File: config.mk
export PLATFORM = sky130hd
export DESIGN_NAME = eth_phy_10g_rx_sync
export DESIGN_NICKNAME = d
export VERILOG_FILES = /design/src/rtl/eth_phy_10g_rx_sync.sv
export SDC_FILE = /design/constraint.sdc
export NUM_CORES = 1
export LEC_CHECK = 0
export BUFFER_PORTS_ARGS = -buffer_cell sky130_fd_sc_hd__buf_2
export CORE_ASPECT_RATIO = 1.2
export CORE_MARGIN = 1
export CORE_UTILIZATION = 50
export DETAILED_ROUTE_END_ITERATION = 10
export GPL_ROUTABILITY_DRIVEN = 0
export PLACE_DENSITY = 0.68
export SLEW_MARGIN = 20
export SYNTH_ARGS = -nofsm -noshare
export SYNTH_HDL_FRONTEND = slang
export SYNTH_SLANG_ARGS = --single-unit
File: constraint.sdc
create_clock -name clk -period 2.2 [get_ports clk]
set_input_delay 0.11 -clock clk [delete_from_list [all_inputs] [get_ports clk]]
set_output_delay 0.11 -clock clk [all_outputs]
set_load 0.01 [all_outputs]
File: src/rtl/eth_phy_10g_rx_sync.sv
`default_nettype none
// ============================================================================
// Module   : eth_phy_10g_rx_sync
// Purpose  : Per-lane 64b/66b block lock, bitslip control, BER monitor,
//            SERDES reset request and aggregate link status.
// Option   : ETH_PHY_RX_SYNC_ERR_CNT_EN adds per-window invalid-header counters.
// Revision : 1.0
// ============================================================================
module eth_phy_10g_rx_sync #(
    parameter int LANES               = 1,
    parameter int BITSLIP_HIGH_CYCLES = 1,
    parameter int BITSLIP_LOW_CYCLES  = 8,
    parameter int COUNT_125US         = 19531,
    parameter int RESET_WINDOWS       = 4
) (
    input  logic                 clk,
    input  logic                 rst_n,
    input  logic [2*LANES-1:0]   serdes_rx_hdr,
    input  logic [LANES-1:0]     serdes_rx_hdr_valid,
    output logic [LANES-1:0]     serdes_rx_bitslip,
    output logic [LANES-1:0]     serdes_rx_reset_req,
    output logic [LANES-1:0]     rx_block_lock,
    output logic [LANES-1:0]     rx_high_ber,
    output logic [7*LANES-1:0]   rx_error_count,
    output logic                 rx_status
);

    localparam int c_TMR_W = $clog2(COUNT_125US + 1);
    localparam int c_SLP_W = $clog2(BITSLIP_HIGH_CYCLES + BITSLIP_LOW_CYCLES + 1);
    localparam int c_WIN_W = $clog2(RESET_WINDOWS + 1);
    localparam logic [c_TMR_W-1:0] c_TMR_LAST = c_TMR_W'(COUNT_125US - 1);
    localparam logic [c_SLP_W-1:0] c_SLP_HIGH = c_SLP_W'(BITSLIP_HIGH_CYCLES);
    localparam logic [c_SLP_W-1:0] c_SLP_LAST =
        c_SLP_W'(BITSLIP_HIGH_CYCLES + BITSLIP_LOW_CYCLES - 1);
    localparam logic [c_WIN_W-1:0] c_WIN_LAST = c_WIN_W'(RESET_WINDOWS - 1);

    typedef enum logic [1:0] {
        ST_UNLOCKED = 2'd0,
        ST_SLIP     = 2'd1,
        ST_LOCKED   = 2'd2
    } state_t;

    logic [c_TMR_W-1:0] r_timer;
    logic               w_tick;
    logic               w_all_good;
    logic               r_status;
    logic               r_win_ok;

    assign w_tick = (r_timer == c_TMR_LAST);

    always_ff @(posedge clk or negedge rst_n) begin
        if (!rst_n) begin
            r_timer <= '0;
        end else begin
            r_timer <= w_tick ? '0 : r_timer + c_TMR_W'(1);
        end
    end

    for (genvar n = 0; n < LANES; n++) begin : g_lane
        state_t             r_state, w_state_nx;
        logic [5:0]         r_sh_cnt, w_sh_cnt_nx;
        logic [4:0]         r_sh_inv, w_sh_inv_nx;
        logic [c_SLP_W-1:0] r_slip_cnt, w_slip_cnt_nx;
        logic               r_lock, w_lock_nx;
        logic               r_slip, w_slip_nx;
        logic [4:0]         r_ber, w_ber_inc, w_ber_nx;
        logic               r_hber, w_hber_nx;
        logic [c_WIN_W-1:0] r_win, w_win_nx;
        logic [1:0]         w_hdr;
        logic               w_hv;
        logic               w_hdr_ok;
        logic               w_bad;

        assign w_hdr    = serdes_rx_hdr[2*n +: 2];
        assign w_hv     = serdes_rx_hdr_valid[n];
        assign w_hdr_ok = w_hdr[1] ^ w_hdr[0];

        always_comb begin
            w_state_nx    = r_state;
            w_sh_cnt_nx   = r_sh_cnt;
            w_sh_inv_nx   = r_sh_inv;
            w_slip_cnt_nx = r_slip_cnt;
            w_lock_nx     = r_lock;
            w_slip_nx     = 1'b0;
            w_bad         = 1'b0;
            case (r_state)
                ST_UNLOCKED: begin
                    if (w_hv) begin
                        if (w_hdr_ok) begin
                            if (r_sh_cnt == 6'd63) begin
                                w_state_nx  = ST_LOCKED;
                                w_lock_nx   = 1'b1;
                                w_sh_cnt_nx = '0;
                                w_sh_inv_nx = '0;
                            end else begin
                                w_sh_cnt_nx = r_sh_cnt + 6'd1;
                            end
                        end else begin
                            w_state_nx    = ST_SLIP;
                            w_sh_cnt_nx   = '0;
                            w_sh_inv_nx   = '0;
                            w_slip_cnt_nx = '0;
                            w_slip_nx     = 1'b1;
                        end
                    end
                end
                ST_SLIP: begin
                    // Slip pulse first, then blanking so the gearbox settles
                    w_slip_cnt_nx = r_slip_cnt + c_SLP_W'(1);
                    w_slip_nx     = (r_slip_cnt + c_SLP_W'(1)) < c_SLP_HIGH;
                    if (r_slip_cnt == c_SLP_LAST) begin
                        w_state_nx    = ST_UNLOCKED;
                        w_slip_cnt_nx = '0;
                        w_slip_nx     = 1'b0;
                    end
                end
                ST_LOCKED: begin
                    if (w_hv) begin
                        w_sh_cnt_nx = r_sh_cnt + 6'd1;
                        if (!w_hdr_ok) begin
                            w_bad       = 1'b1;
                            w_sh_inv_nx = r_sh_inv + 5'd1;
                        end
                        if (!w_hdr_ok && (r_sh_inv == 5'd15)) begin
                            w_state_nx    = ST_SLIP;
                            w_lock_nx     = 1'b0;
                            w_sh_cnt_nx   = '0;
                            w_sh_inv_nx   = '0;
                            w_slip_cnt_nx = '0;
                            w_slip_nx     = 1'b1;
                        end else if (r_sh_cnt == 6'd63) begin
                            w_sh_cnt_nx = '0;
                            w_sh_inv_nx = '0;
                        end
                    end
                end
                default: begin
                    w_state_nx = ST_UNLOCKED;
                end
            endcase
        end

        // BER count saturates at 16 so "reached 16" stays visible until the tick
        always_comb begin
            w_ber_inc = (w_bad && (r_ber != 5'd16)) ? r_ber + 5'd1 : r_ber;
            w_hber_nx = r_hber | (w_ber_inc == 5'd16);
            w_ber_nx  = w_ber_inc;
            w_win_nx  = r_win;
            if (w_tick) begin
                w_hber_nx = (w_ber_inc == 5'd16);
                w_ber_nx  = '0;
                w_win_nx  = (r_lock || (r_win == c_WIN_LAST)) ? '0 : r_win + c_WIN_W'(1);
            end
        end

        always_ff @(posedge clk or negedge rst_n) begin
            if (!rst_n) begin
                r_state    <= ST_UNLOCKED;
                r_sh_cnt   <= '0;
                r_sh_inv   <= '0;
                r_slip_cnt <= '0;
                r_lock     <= 1'b0;
                r_slip     <= 1'b0;
                r_ber      <= '0;
                r_hber     <= 1'b0;
                r_win      <= '0;
            end else begin
                r_state    <= w_state_nx;
                r_sh_cnt   <= w_sh_cnt_nx;
                r_sh_inv   <= w_sh_inv_nx;
                r_slip_cnt <= w_slip_cnt_nx;
                r_lock     <= w_lock_nx;
                r_slip     <= w_slip_nx;
                r_ber      <= w_ber_nx;
                r_hber     <= w_hber_nx;
                r_win      <= w_win_nx;
            end
        end

        assign serdes_rx_bitslip[n]   = r_slip;
        assign rx_block_lock[n]       = r_lock;
        assign rx_high_ber[n]         = r_hber;
        assign serdes_rx_reset_req[n] = w_tick && !r_lock && (r_win == c_WIN_LAST);

`ifdef ETH_PHY_RX_SYNC_ERR_CNT_EN
        logic [6:0] r_err, w_err_inc, r_err_out;

        assign w_err_inc = (w_bad && (r_err != 7'd127)) ? r_err + 7'd1 : r_err;

        always_ff @(posedge clk or negedge rst_n) begin
            if (!rst_n) begin
                r_err     <= '0;
                r_err_out <= '0;
            end else if (w_tick) begin
                r_err     <= '0;
                r_err_out <= w_err_inc;
            end else begin
                r_err     <= w_err_inc;
            end
        end

        assign rx_error_count[7*n +: 7] = r_err_out;
`else
        assign rx_error_count[7*n +: 7] = 7'd0;
`endif
    end

    assign w_all_good = &(rx_block_lock & ~rx_high_ber);

    // r_win_ok remembers whether every cycle since the last tick was clean
    always_ff @(posedge clk or negedge rst_n) begin
        if (!rst_n) begin
            r_status <= 1'b0;
            r_win_ok <= 1'b0;
        end else begin
            if (!w_all_good) begin
                r_status <= 1'b0;
            end else if (w_tick) begin
                r_status <= r_win_ok;
            end
            r_win_ok <= w_tick ? 1'b1 : (r_win_ok & w_all_good);
        end
    end

    assign rx_status = r_status;

endmodule
`default_nettype wire

==> out/metrics.cfg, run 1 <==
[sta]
fin_skew_ps = 5.248
tns_ps = 0
setup_viol = 0
fin_hold_ws_ps = 191.8
slew_viol_final = 0
slew_headroom_pct = 66.59
tightestPinTransition_ps = 499.4
rsz0062_at_grt = no
timing_hold_violations_final = 0
setup_slack_ps = 181.5
fmax_mhz = 495.4
fin_crit_ps = 2019
fin_crit_sh_pct = 91.75

[cts]
cts_num_sinks = 45
cts_buffers = 5
cts_setup_buffers = 0
cts_tree = done
htreeDepth = 2
cts.clk_slew.worst_paths_ps = 80
worstSkewPairLatency_ps = 300
cts_buffer_depth = 2
root_buffer = clkbuf_8

[power]
ir_drop_uv = 603.0
power.leakage_nw = 1.255
p_per_area_mw_per_mm2 = 743.0

[synth]
synth_area_mm2 = 0.002550
ys_async_sr_fraction_pct = 100.0
yosysWarnings = 0
synth_flop_cell = dfrtp_1
syn_area_per_cell_um2 = 9.845
synth_seq_cells = 45
synth.distinct_cells = 62
synth_edf_count = 0
syn_inst = 259
ys_seq_area_share_pct = 44.16

[drt]
drtAntennaViolNets = 0
drt-pass1-iter-count = 4
drt_drc_violations_left = 0
wl_per_cell_um = 13.50
drtIter0Drc = 76
num_vias = 1869
via_per_inst = 5.647
wl_um = 4470

[die]
dieArea_mm2 = 0.005391
initial_core_util_pct = 51.99
core_mm2 = 0.004905
rows = 28
die_h_um = 80.23
die_x_um = 67.19
io_pins = 17

[global_routing]
antenna_found_initial = 0
grt_overflow = 0
grt_pass1_vias = 1711
grt_max_degree = 26
grt_pass1_wl_um = 7659
grt_usage_pct = 18.62

[placed_design]
post-dp-hpwl_um = 3176
io_buffers = 9
place_inst = 322
dp_worst_setup_slack_ps = 226.7

[layout]
area_growth_pct = 7.900
final_cell_count_no_fill = 331
layout.nets = 286
layout-drive-gt1-share_pct = 11.44
antenna_cells = 0

[worst_setup_path]
arrival_ps = 1910
crit_path_start_kind = flop
crit_type = flop to primary output
worstSetupEndpointType = primary output
crit_path_max_fanout = 6
critPathRequiredTime_ps = 2090

[status]
status = finished clean

[worst_hold_path]
hold_path_class = primary input to flop

[job]
drv_cap = 0

## cell type report
type | count | area (um^2)
well taps | 60 | 75.07
repair buffers | 13 | 77.57
flip-flops and latches | 45 | 1127
clock buffers | 7 | 86.33
clock inverters | 1 | 30.03
fillers | 439 | 2153
inverters | 18 | 67.56
multi-input cells | 187 | 1287
## flip-flops by register name, summed over array words and instances, names as in the netlist
name,count
rx_block_lock,1
rx_high_ber,1
g_lane.r_win,3
g_lane.r_state,2
g_lane.r_sh_inv,5
g_lane.r_ber,5
r_win_ok,1
g_lane.r_slip_cnt,4
rx_status,1
g_lane.r_sh_cnt,6
serdes_rx_bitslip,1
r_timer,15
## power by group
| part | switching (W) | internal [W] | leakage [nW] |
|---|---|---|---|
| combinational | 0.000225 | 0.000163 | 0.596 |
| sequential | 0.000100 | 0.000912 | 0.601 |
| clock | 0.000273 | 0.000370 | 0.0585 |
| total | 0.000598 | 0.00145 | 1.26 |
## worst max-delay path, cell delays in order (launching register included)
cell and delay [ps]:
dfrtp_2 460, inv_1 80, ha_1 130, nor4bb_2 270, and4_4 300, inv_2 60
nor3b_1 160, buf_2 150
## through the flow
stage | util (%) | total power, W | cell area [um^2]
after global placement | 53.32 | 0.001412 | 2615
after floorplan | - | 0.001317 | 2572
final | 56.10 | 0.002044 | 2751
after detailed placement | 53.32 | 0.001419 | 2615
after CTS | 55.89 | 0.002072 | 2741
after global routing | 56.10 | 0.002181 | 2751
## synth_stat cells, types with 2 or more instances
library cell | n | area (um^2)
a211oi_1 | 3 | 22.52
a21oi_1 | 9 | 45.04
a32o_1 | 2 | 20.02
and2_1 | 2 | 12.51
and3_1 | 3 | 18.77
and4_1 | 2 | 17.52
buf_2 | 5 | 25.02
buf_4 | 8 | 60.06
dfrtp_1 | 45 | 1126
ha_1 | 11 | 137.6
inv_1 | 17 | 63.81
mux2i_1 | 4 | 40.04
nand2_1 | 17 | 63.81
nand2b_1 | 2 | 12.51
nand3_1 | 16 | 80.08
nand3b_1 | 3 | 22.52
nand4_1 | 4 | 25.02
nor2_1 | 20 | 75.07
nor2b_1 | 3 | 18.77
nor3_1 | 8 | 40.04
nor3b_1 | 2 | 15.01
nor4_1 | 2 | 12.51
nor4b_1 | 2 | 17.52
nor4bb_1 | 2 | 20.02
o21a_1 | 2 | 15.01
o21ai_0 | 2 | 10.01
o21ai_1 | 8 | 40.04
o22ai_1 | 2 | 12.51
o2bb2ai_1 | 2 | 17.52
or4_1 | 2 | 15.01
xnor2_1 | 9 | 78.83
xor2_1 | 10 | 87.58
## layer usage
metal	part of all wire [%]	wire length [um]	GRT usage, %
met1	46	2069	22.88
met2	50	2244	31.50
met3	2.5	111	4.261
met4	1.0	45	6.170
met5	0	0	0
## repair_timing
action                                  in CTS  in global routing
hold buffers                                 1                  0
endpoints found under the setup margin       0                  1
resized for setup                            0                  4
hold endpoints to repair                    20                  0
## final timing paths
kind	start	endpoint	slack, ps	cells past startpoint
setup / recovery	r_timer[0]	serdes_rx_reset_req	180	7
max in group asynchronous	rst_n	r_timer[0]	1200	3
setup reg to reg	g_lane[0].r_sh_inv[0]	g_lane[0].r_sh_cnt[3]	210	8
min in group asynchronous	rst_n	r_timer[13]	290	2
hold / removal	serdes_rx_hdr_valid	g_lane[0].r_state[1]	190	4
hold reg to reg	rx_high_ber	rx_status	470	1
## cell families (layout without fill, tap and decap cells)
| group | after synthesis | in the layout | share of synthesized area [%] |
|---|---|---|---|
| other | 1 | 7 | 0.1471 |
| AOI/OAI and AO/OA | 43 | 43 | 11.58 |
| DFF | 45 | 45 | 44.16 |
| and+or+nand+nor | 101 | 101 | 22.96 |
| adders and majority gates | 11 | 11 | 5.397 |
| muxes | 5 | 5 | 2.012 |
| buffers and inverters | 33 | 39 | 6.575 |
| xor gates and xnor gates | 20 | 20 | 7.164 |
## layout by cell type, fill, tap and decap left out, types with 2 or more instances in the layout
cell | netlist | routed
nor3b_1 | 2 | 2
and2_1 | 2 | 2
xnor2_1 | 9 | 9
a21oi_1 | 9 | 9
dfrtp_1 | 45 | 44
buf_4 | 8 | 3
o2bb2ai_1 | 2 | 2
o21ai_1 | 8 | 8
nor3_1 | 8 | 8
mux2i_1 | 4 | 4
ha_1 | 11 | 11
buf_2 | 5 | 9
nor2b_1 | 3 | 3
nor2_1 | 20 | 20
nand3_1 | 16 | 16
o21a_1 | 2 | 2
nand4_1 | 4 | 4
and3_1 | 3 | 3
xor2_1 | 10 | 10
a32o_1 | 2 | 2
or4_1 | 2 | 2
nand2_1 | 17 | 17
nand2b_1 | 2 | 2
nor4b_1 | 2 | 2
conb_1 | 1 | 7
nor4_1 | 2 | 2
clkbuf_8 | 0 | 6
o21ai_0 | 2 | 2
nand3b_1 | 3 | 3
a211oi_1 | 3 | 3
o22ai_1 | 2 | 2
inv_1 | 17 | 17
(Power assumes the default switching activity.)
==> run 2: changes to the inputs <==
--- a/config.mk
+++ b/config.mk
@@ -6,12 +6,13 @@
 export NUM_CORES = 1
 export LEC_CHECK = 0
 export BUFFER_PORTS_ARGS = -buffer_cell sky130_fd_sc_hd__buf_2
-export CORE_ASPECT_RATIO = 1.2
+export CELL_PAD_IN_SITES_DETAIL_PLACEMENT = 2
+export CELL_PAD_IN_SITES_GLOBAL_PLACEMENT = 2
 export CORE_MARGIN = 1
-export CORE_UTILIZATION = 50
+export CORE_UTILIZATION = 39
 export DETAILED_ROUTE_END_ITERATION = 10
 export GPL_ROUTABILITY_DRIVEN = 0
-export PLACE_DENSITY = 0.68
+export PLACE_DENSITY_LB_ADDON = 0.1
 export SLEW_MARGIN = 20
 export SYNTH_ARGS = -nofsm -noshare
 export SYNTH_HDL_FRONTEND = slang
==> out/metrics.cfg, run 2 (synthesis gave the netlist of run 1 again) <==
[layout]
final_area_mm2 = 0.002839  ; +3.2%
layout.nets = 289  ; +1.0%
largest_reg_flops = 15  ; unchanged
multi_input_area_mm2 = 0.001301  ; +1.1%
area_growth_pct = 11.33
most-common-layout-cells = dfrtp_1, nor2_1, inv_1, nand2_1, nand3_1
layout-drive-gt1-share_pct = 13.87  ; +2.4 points
regMostFlops = r_timer
reg.largest.list = r_timer (15), g_lane.r_sh_cnt (6)
fin_util_pct = 44.97  ; -11 points
n_fill_cell = 682  ; +55%
seq_area_mm2 = 0.001127  ; unchanged
final_common_cell = dfrtp_1
antenna_cells = 0  ; unchanged

[worst_setup_path]
path_cells = ha_1 -> inv_1 -> nor3_1 -> ha_2 -> or3b_1 -> a22oi_2 -> nand3_1 -> o21ai_1
path_buf_inv = 1  ; -2
ff2ff_setup_slack_ps = 170  ; -40 ps
slowest_stage = dfrtp_1
crit_path_max_fanout = 8  ; +2
timing.rr.start = g_lane[0].r_sh_inv[0]
crit_type = flop to flop
arrival_ps = 2260  ; +350 ps
timing.rr.end = g_lane[0].r_sh_cnt[2]
slowest_delay_ps = 420  ; -40 ps
crit_path_start_kind = flop
crit_family = simple AND/OR/NAND/NOR gates
r2r_cells = 8  ; unchanged
critPathRequiredTime_ps = 2430  ; +340 ps
worstSetupEndpointType = flop

[sta]
setup_slack_ps = 170.4  ; -11.08 ps
setup_viol = 0  ; unchanged
slew_viol_final = 0  ; unchanged
tns_ps = 0  ; unchanged
fin_crit_ps = 2030  ; +11.08 ps
fin_crit_sh_pct = 92.26  ; +0.50 points
fmax_mhz = 492.7  ; -0.55%
tightestPinTransition_ps = 597.1  ; +97.68 ps
timing_hold_violations_final = 0  ; unchanged
fin_hold_ws_ps = 214.8  ; +22.96 ps
fin_skew_ps = 6.794  ; +1.546 ps
slew_headroom_pct = 60.06  ; -6.5 points
rsz0062_at_grt = no

[global_routing]
grt_overflow = 0  ; unchanged
grt_usage_pct = 19.25  ; +0.62 points
grt_pass1_wl_um = 10500  ; +37%
grt_pass1_vias = 2080  ; +22%
antenna_found_initial = 0  ; unchanged
grt_max_degree = 24  ; -7.7%

[cts]
root_buffer = clkbuf_8
cts_tree = done
cts_buffers = 5  ; unchanged
cts_buffer_depth = 2  ; unchanged
worstSkewPairLatency_ps = 300  ; about the same
htreeDepth = 2  ; unchanged
cts.clk_slew.worst_paths_ps = 90  ; about the same
cts_num_sinks = 45  ; unchanged

[die]
core_mm2 = 0.006314  ; +29%
dieArea_mm2 = 0.006866  ; +27%
initial_core_util_pct = 40.39  ; -12 points
die_h_um = 82.86  ; +3.3%
rows = 29  ; +3.6%
io_pins = 17  ; unchanged
die_x_um = 82.86  ; +23%

[drt]
drt_drc_violations_left = 0  ; unchanged
drtIter0Drc = 84  ; +11%
wl_um = 6083  ; +36%
num_vias = 1933  ; +3.4%
wl_per_cell_um = 17.33  ; +28%
drt-pass1-iter-count = 4  ; unchanged
via_per_inst = 5.507  ; -2.5%
drtAntennaViolNets = 0  ; unchanged

[job]
drv_cap = 0  ; unchanged

[placed_design]
io_buffers = 9  ; unchanged
post-dp-hpwl_um = 4444  ; +40%
dp_worst_setup_slack_ps = 132.7  ; -94.04 ps
postPlaceCellArea_mm2 = 0.002656  ; +1.6%

[worst_hold_path]
hold_path_class = primary input to flop
hold_end = g_lane[0].r_state[1]
hold_path_startpoint = serdes_rx_hdr_valid
min_path_cells = 4  ; unchanged

[status]
status = finished clean

[power]
p_per_area_mw_per_mm2 = 772.9  ; +4.0%
power.leakage_nw = 1.287  ; +2.5%
ir_drop_uv = 401.4  ; -33%

==> run 2: cell type report <==
| class | instances | share of cell area (%) |
|---|---|---|
| clock buffer | 5 | 2.424 |
| clock inverter | 3 | 2.292 |
| inverter | 18 | 2.380 |
| multi-input combinational | 187 | 45.84 |
| sequential | 45 | 39.71 |
| tap | 77 | 3.394 |
| timing repair buffer | 16 | 3.967 |
==> run 2: metal layers <==
metal / global-route usage [%] / part of all wire, % / vias up
li1: - / - / 929
met3: 3.082 / 1.3 / 8
met5: 0 / 0 / -
met4: 8.621 / 2.0 / 0
met1: 24.62 / 45 / 984
met2: 32.04 / 51 / 12
==> run 2: worst max path at each step <==
stage	depth (start not counted)	from	slack, ps	end
global placement	8	g_lane[0].r_sh_inv[0]	240	g_lane[0].r_sh_cnt[0]
global route	8	g_lane[0].r_sh_inv[0]	40	g_lane[0].r_sh_cnt[3]
detailed placement	8	g_lane[0].r_sh_inv[0]	130	g_lane[0].r_sh_cnt[2]
CTS	7	r_timer[0]	40	serdes_rx_reset_req
finish	8	g_lane[0].r_sh_inv[0]	170	g_lane[0].r_sh_cnt[2]
floorplan	8	g_lane[0].r_sh_inv[0]	380	g_lane[0].r_sh_cnt[3]
==> run 2: what timing repair did <==
action | CTS | global route
endpoints found under the hold margin | 22 | 0
buffers inserted | 0 | 2
hold buffers | 1 | 0
resized for setup | 2 | 5
pin swaps | 0 | 2
setup endpoints to repair | 1 | 4
==> run 2: metrics by stage <==
| stage | std cells | power, W |
|---|---|---|
| final | 351 | 0.002194 |
| after global placement | 340 | 0.001439 |
| after floorplan | 265 | 0.001317 |
| after global routing | 351 | 0.002332 |
| after detailed placement | 340 | 0.001469 |
| after CTS | 349 | 0.002232 |
==> run 2: worst min-delay path, stage by stage <==
cell	delay, ps
buf_2	150
nand2_1	70
a2bb2oi_1	60
nor2_1	80
==> run 2: power breakdown <==
part / leakage (nW) / total, W / switching [W] / internal [W]
combinational: 0.618 / 0.000421 / 0.000253 / 0.000167
sequential: 0.601 / 0.00102 / 0.000109 / 0.000912
clock: 0.0681 / 0.000752 / 0.000300 / 0.000451
==> run 3: changes to the inputs <==
--- a/config.mk
+++ b/config.mk
@@ -8,6 +8,7 @@
 export BUFFER_PORTS_ARGS = -buffer_cell sky130_fd_sc_hd__buf_2
 export CELL_PAD_IN_SITES_DETAIL_PLACEMENT = 2
 export CELL_PAD_IN_SITES_GLOBAL_PLACEMENT = 2
+export CORE_ASPECT_RATIO = 1.75
 export CORE_MARGIN = 1
 export CORE_UTILIZATION = 39
 export DETAILED_ROUTE_END_ITERATION = 10
==> out/metrics.cfg, run 3 (synthesis gave the netlist of run 1 again) <==
[power]
ir_drop_uv = 426.6  ; +6.3%
p_per_area_mw_per_mm2 = 710.9  ; -8.0%
total_power_w = 0.001963  ; -11%
power.leakage_nw = 1.252  ; -2.8%

[cts]
cts_buffer_depth = 2  ; unchanged
cts_tree = done
root_buffer = clkbuf_8
htreeDepth = 2  ; unchanged
cts_buffers = 5  ; unchanged
cts_num_sinks = 45  ; unchanged
cts_setup_buffers = 0  ; unchanged
worstSkewPairLatency_ps = 300  ; about the same
cts.clk_slew.worst_paths_ps = 80  ; about the same

[worst_setup_path]
arrival_ps = 2280  ; +20 ps
worstSetupEndpointType = flop
r2r_cells = 8  ; unchanged
crit_type = flop to flop
cp-endpoint = g_lane[0].r_sh_cnt[3]
critPathRequiredTime_ps = 2430  ; about the same
crit_path_max_fanout = 8  ; unchanged
crit_start = g_lane[0].r_sh_inv[0]
ff2ff_setup_slack_ps = 150  ; -20 ps
crit_path_start_kind = flop
timing.rr.end = g_lane[0].r_sh_cnt[3]
timing.rr.start = g_lane[0].r_sh_inv[0]

[sta]
slew_headroom_pct = 54.52  ; -5.5 points
slew_viol_final = 0  ; unchanged
rsz0062_at_grt = no
tightestPinTransition_ps = 682.2  ; +85.09 ps
fmax_mhz = 487.5  ; -1.1%
fin_crit_ps = 2051  ; +21.85 ps
tns_ps = 0  ; unchanged
timing_hold_violations_final = 0  ; unchanged
fin_skew_ps = 7.771  ; +0.9771 ps
fin_crit_sh_pct = 93.25  ; +0.99 points
fin_hold_ws_ps = 228.6  ; +13.85 ps
setup_viol = 0  ; unchanged

[drt]
wl_met3_um = 84  ; +2.4%
wl_met2_um = 3576  ; +14%
drtIter0Drc = 75  ; -11%
drt_drc_violations_left = 0  ; unchanged
wl_per_cell_um = 17.34  ; about the same
via_per_inst = 5.491  ; -0.28%
num_vias = 1933  ; unchanged
wl_um = 6105  ; +0.36%
wl_met1_um = 2346  ; -15%
drtAntennaViolNets = 0  ; unchanged
highest_layer = met4
drt-pass1-iter-count = 3  ; -1

[layout]
n_fill_cell = 732  ; +7.3%
largest_reg_flops = 15  ; unchanged
layout-drive-gt1-share_pct = 11.76  ; -2.1 points
antenna_cells = 0  ; unchanged
regMostFlops = r_timer
area_growth_pct = 8.292
most-common-layout-cells = dfrtp_1, nor2_1, inv_1, nand2_1, nand3_1
fin_util_pct = 44.00  ; -0.97 points
final_common_cell = dfrtp_1
final_area_mm2 = 0.002761  ; -2.7%
layout.nets = 288  ; -0.35%
reg.largest.list = r_timer (15), g_lane.r_sh_cnt (6)

[global_routing]
antenna_found_initial = 0  ; unchanged
grt_usage_pct = 19.96  ; +0.71 points
grt_pass1_wl_um = 10480  ; -0.19%
grt_pass1_vias = 2160  ; +3.8%
grt_max_degree = 30  ; +25%
grt_overflow = 0  ; unchanged

[die]
die_h_um = 109.0  ; +32%
dieArea_mm2 = 0.006878  ; +0.18%
io_pins = 17  ; unchanged
initial_core_util_pct = 40.63  ; +0.24 points
die_x_um = 63.13  ; -24%
core_mm2 = 0.006276  ; -0.59%
rows = 38  ; +31%

[placed_design]
post-dp-hpwl_um = 4561  ; +2.6%
postPlaceCellArea_mm2 = 0.002655  ; about the same
io_buffers = 9  ; unchanged

[job]
drv_cap = 0  ; unchanged

[status]
status = finished clean

[worst_hold_path]
hold_path_class = primary input to flop

run 3: cell count changes in the layout (fill, tap and decap cells not counted), sizes merged:
cell    change
bufinv      -2
clkbuf      +2
buf         -1
clkinv      -1
run 3: repair_timing:
item | in CTS | in global routing
setup endpoints to repair | 1 | 1
hold buffers | 1 | 0
resized for setup | 1 | 3
endpoints found under the hold margin | 27 | 0
run 3: where the power goes:
group	internal (W)	total, W	switching, W
Sequential	0.000912	0.00102	0.000108
Combinational	0.000166	0.000413	0.000247
Clock	0.000250	0.000530	0.000280
run 3: critical path, stage by stage (launching register included):
cell,delay (ps)
dfrtp_1,420
ha_1,220
inv_1,80
nor3_1,50
ha_1,290
or3b_1,440
a22oi_2,230
nand3_1,110
mux2i_1,150
run 3: worst min-delay path by stage:
stage                                   start                    to  cells after the start
after floorplan                         rst_n    g_lane[0].r_ber[0]                      0
after global placement                  rst_n            r_timer[8]                      1
after detailed placement                rst_n            r_timer[8]                      1
after CTS                 serdes_rx_hdr_valid  g_lane[0].r_state[1]                      4
after global routing      serdes_rx_hdr_valid  g_lane[0].r_state[1]                      4
final                     serdes_rx_hdr_valid  g_lane[0].r_state[1]                      4
run 3: through the flow:
step,cells,setup slack [ps]
3_3_place_gp,344,222.1
6_report,352,148.5
5_1_grt,352,18.83
2_1_floorplan,265,384.3
3_5_place_dp,344,166.4
4_1_cts,352,32.42
run 3: area by class of cell:
| type | instances | area (um^2) | area share, % |
|---|---|---|---|
| inverters | 18 | 67.56 | 2.447 |
| flip-flops and latches | 45 | 1127 | 40.82 |
| well taps | 80 | 100.1 | 3.625 |
| multi-input cells | 187 | 1287 | 46.62 |
| repair buffers | 15 | 92.59 | 3.353 |
| clock buffers | 7 | 86.33 | 3.126 |
run 3: per-layer routing:
metal,global-route usage (%),vias to the layer above
met4,7.807,0
met1,20.65,992
met2,39.02,10
met3,3.243,6
li1,-,925
met5,0,-
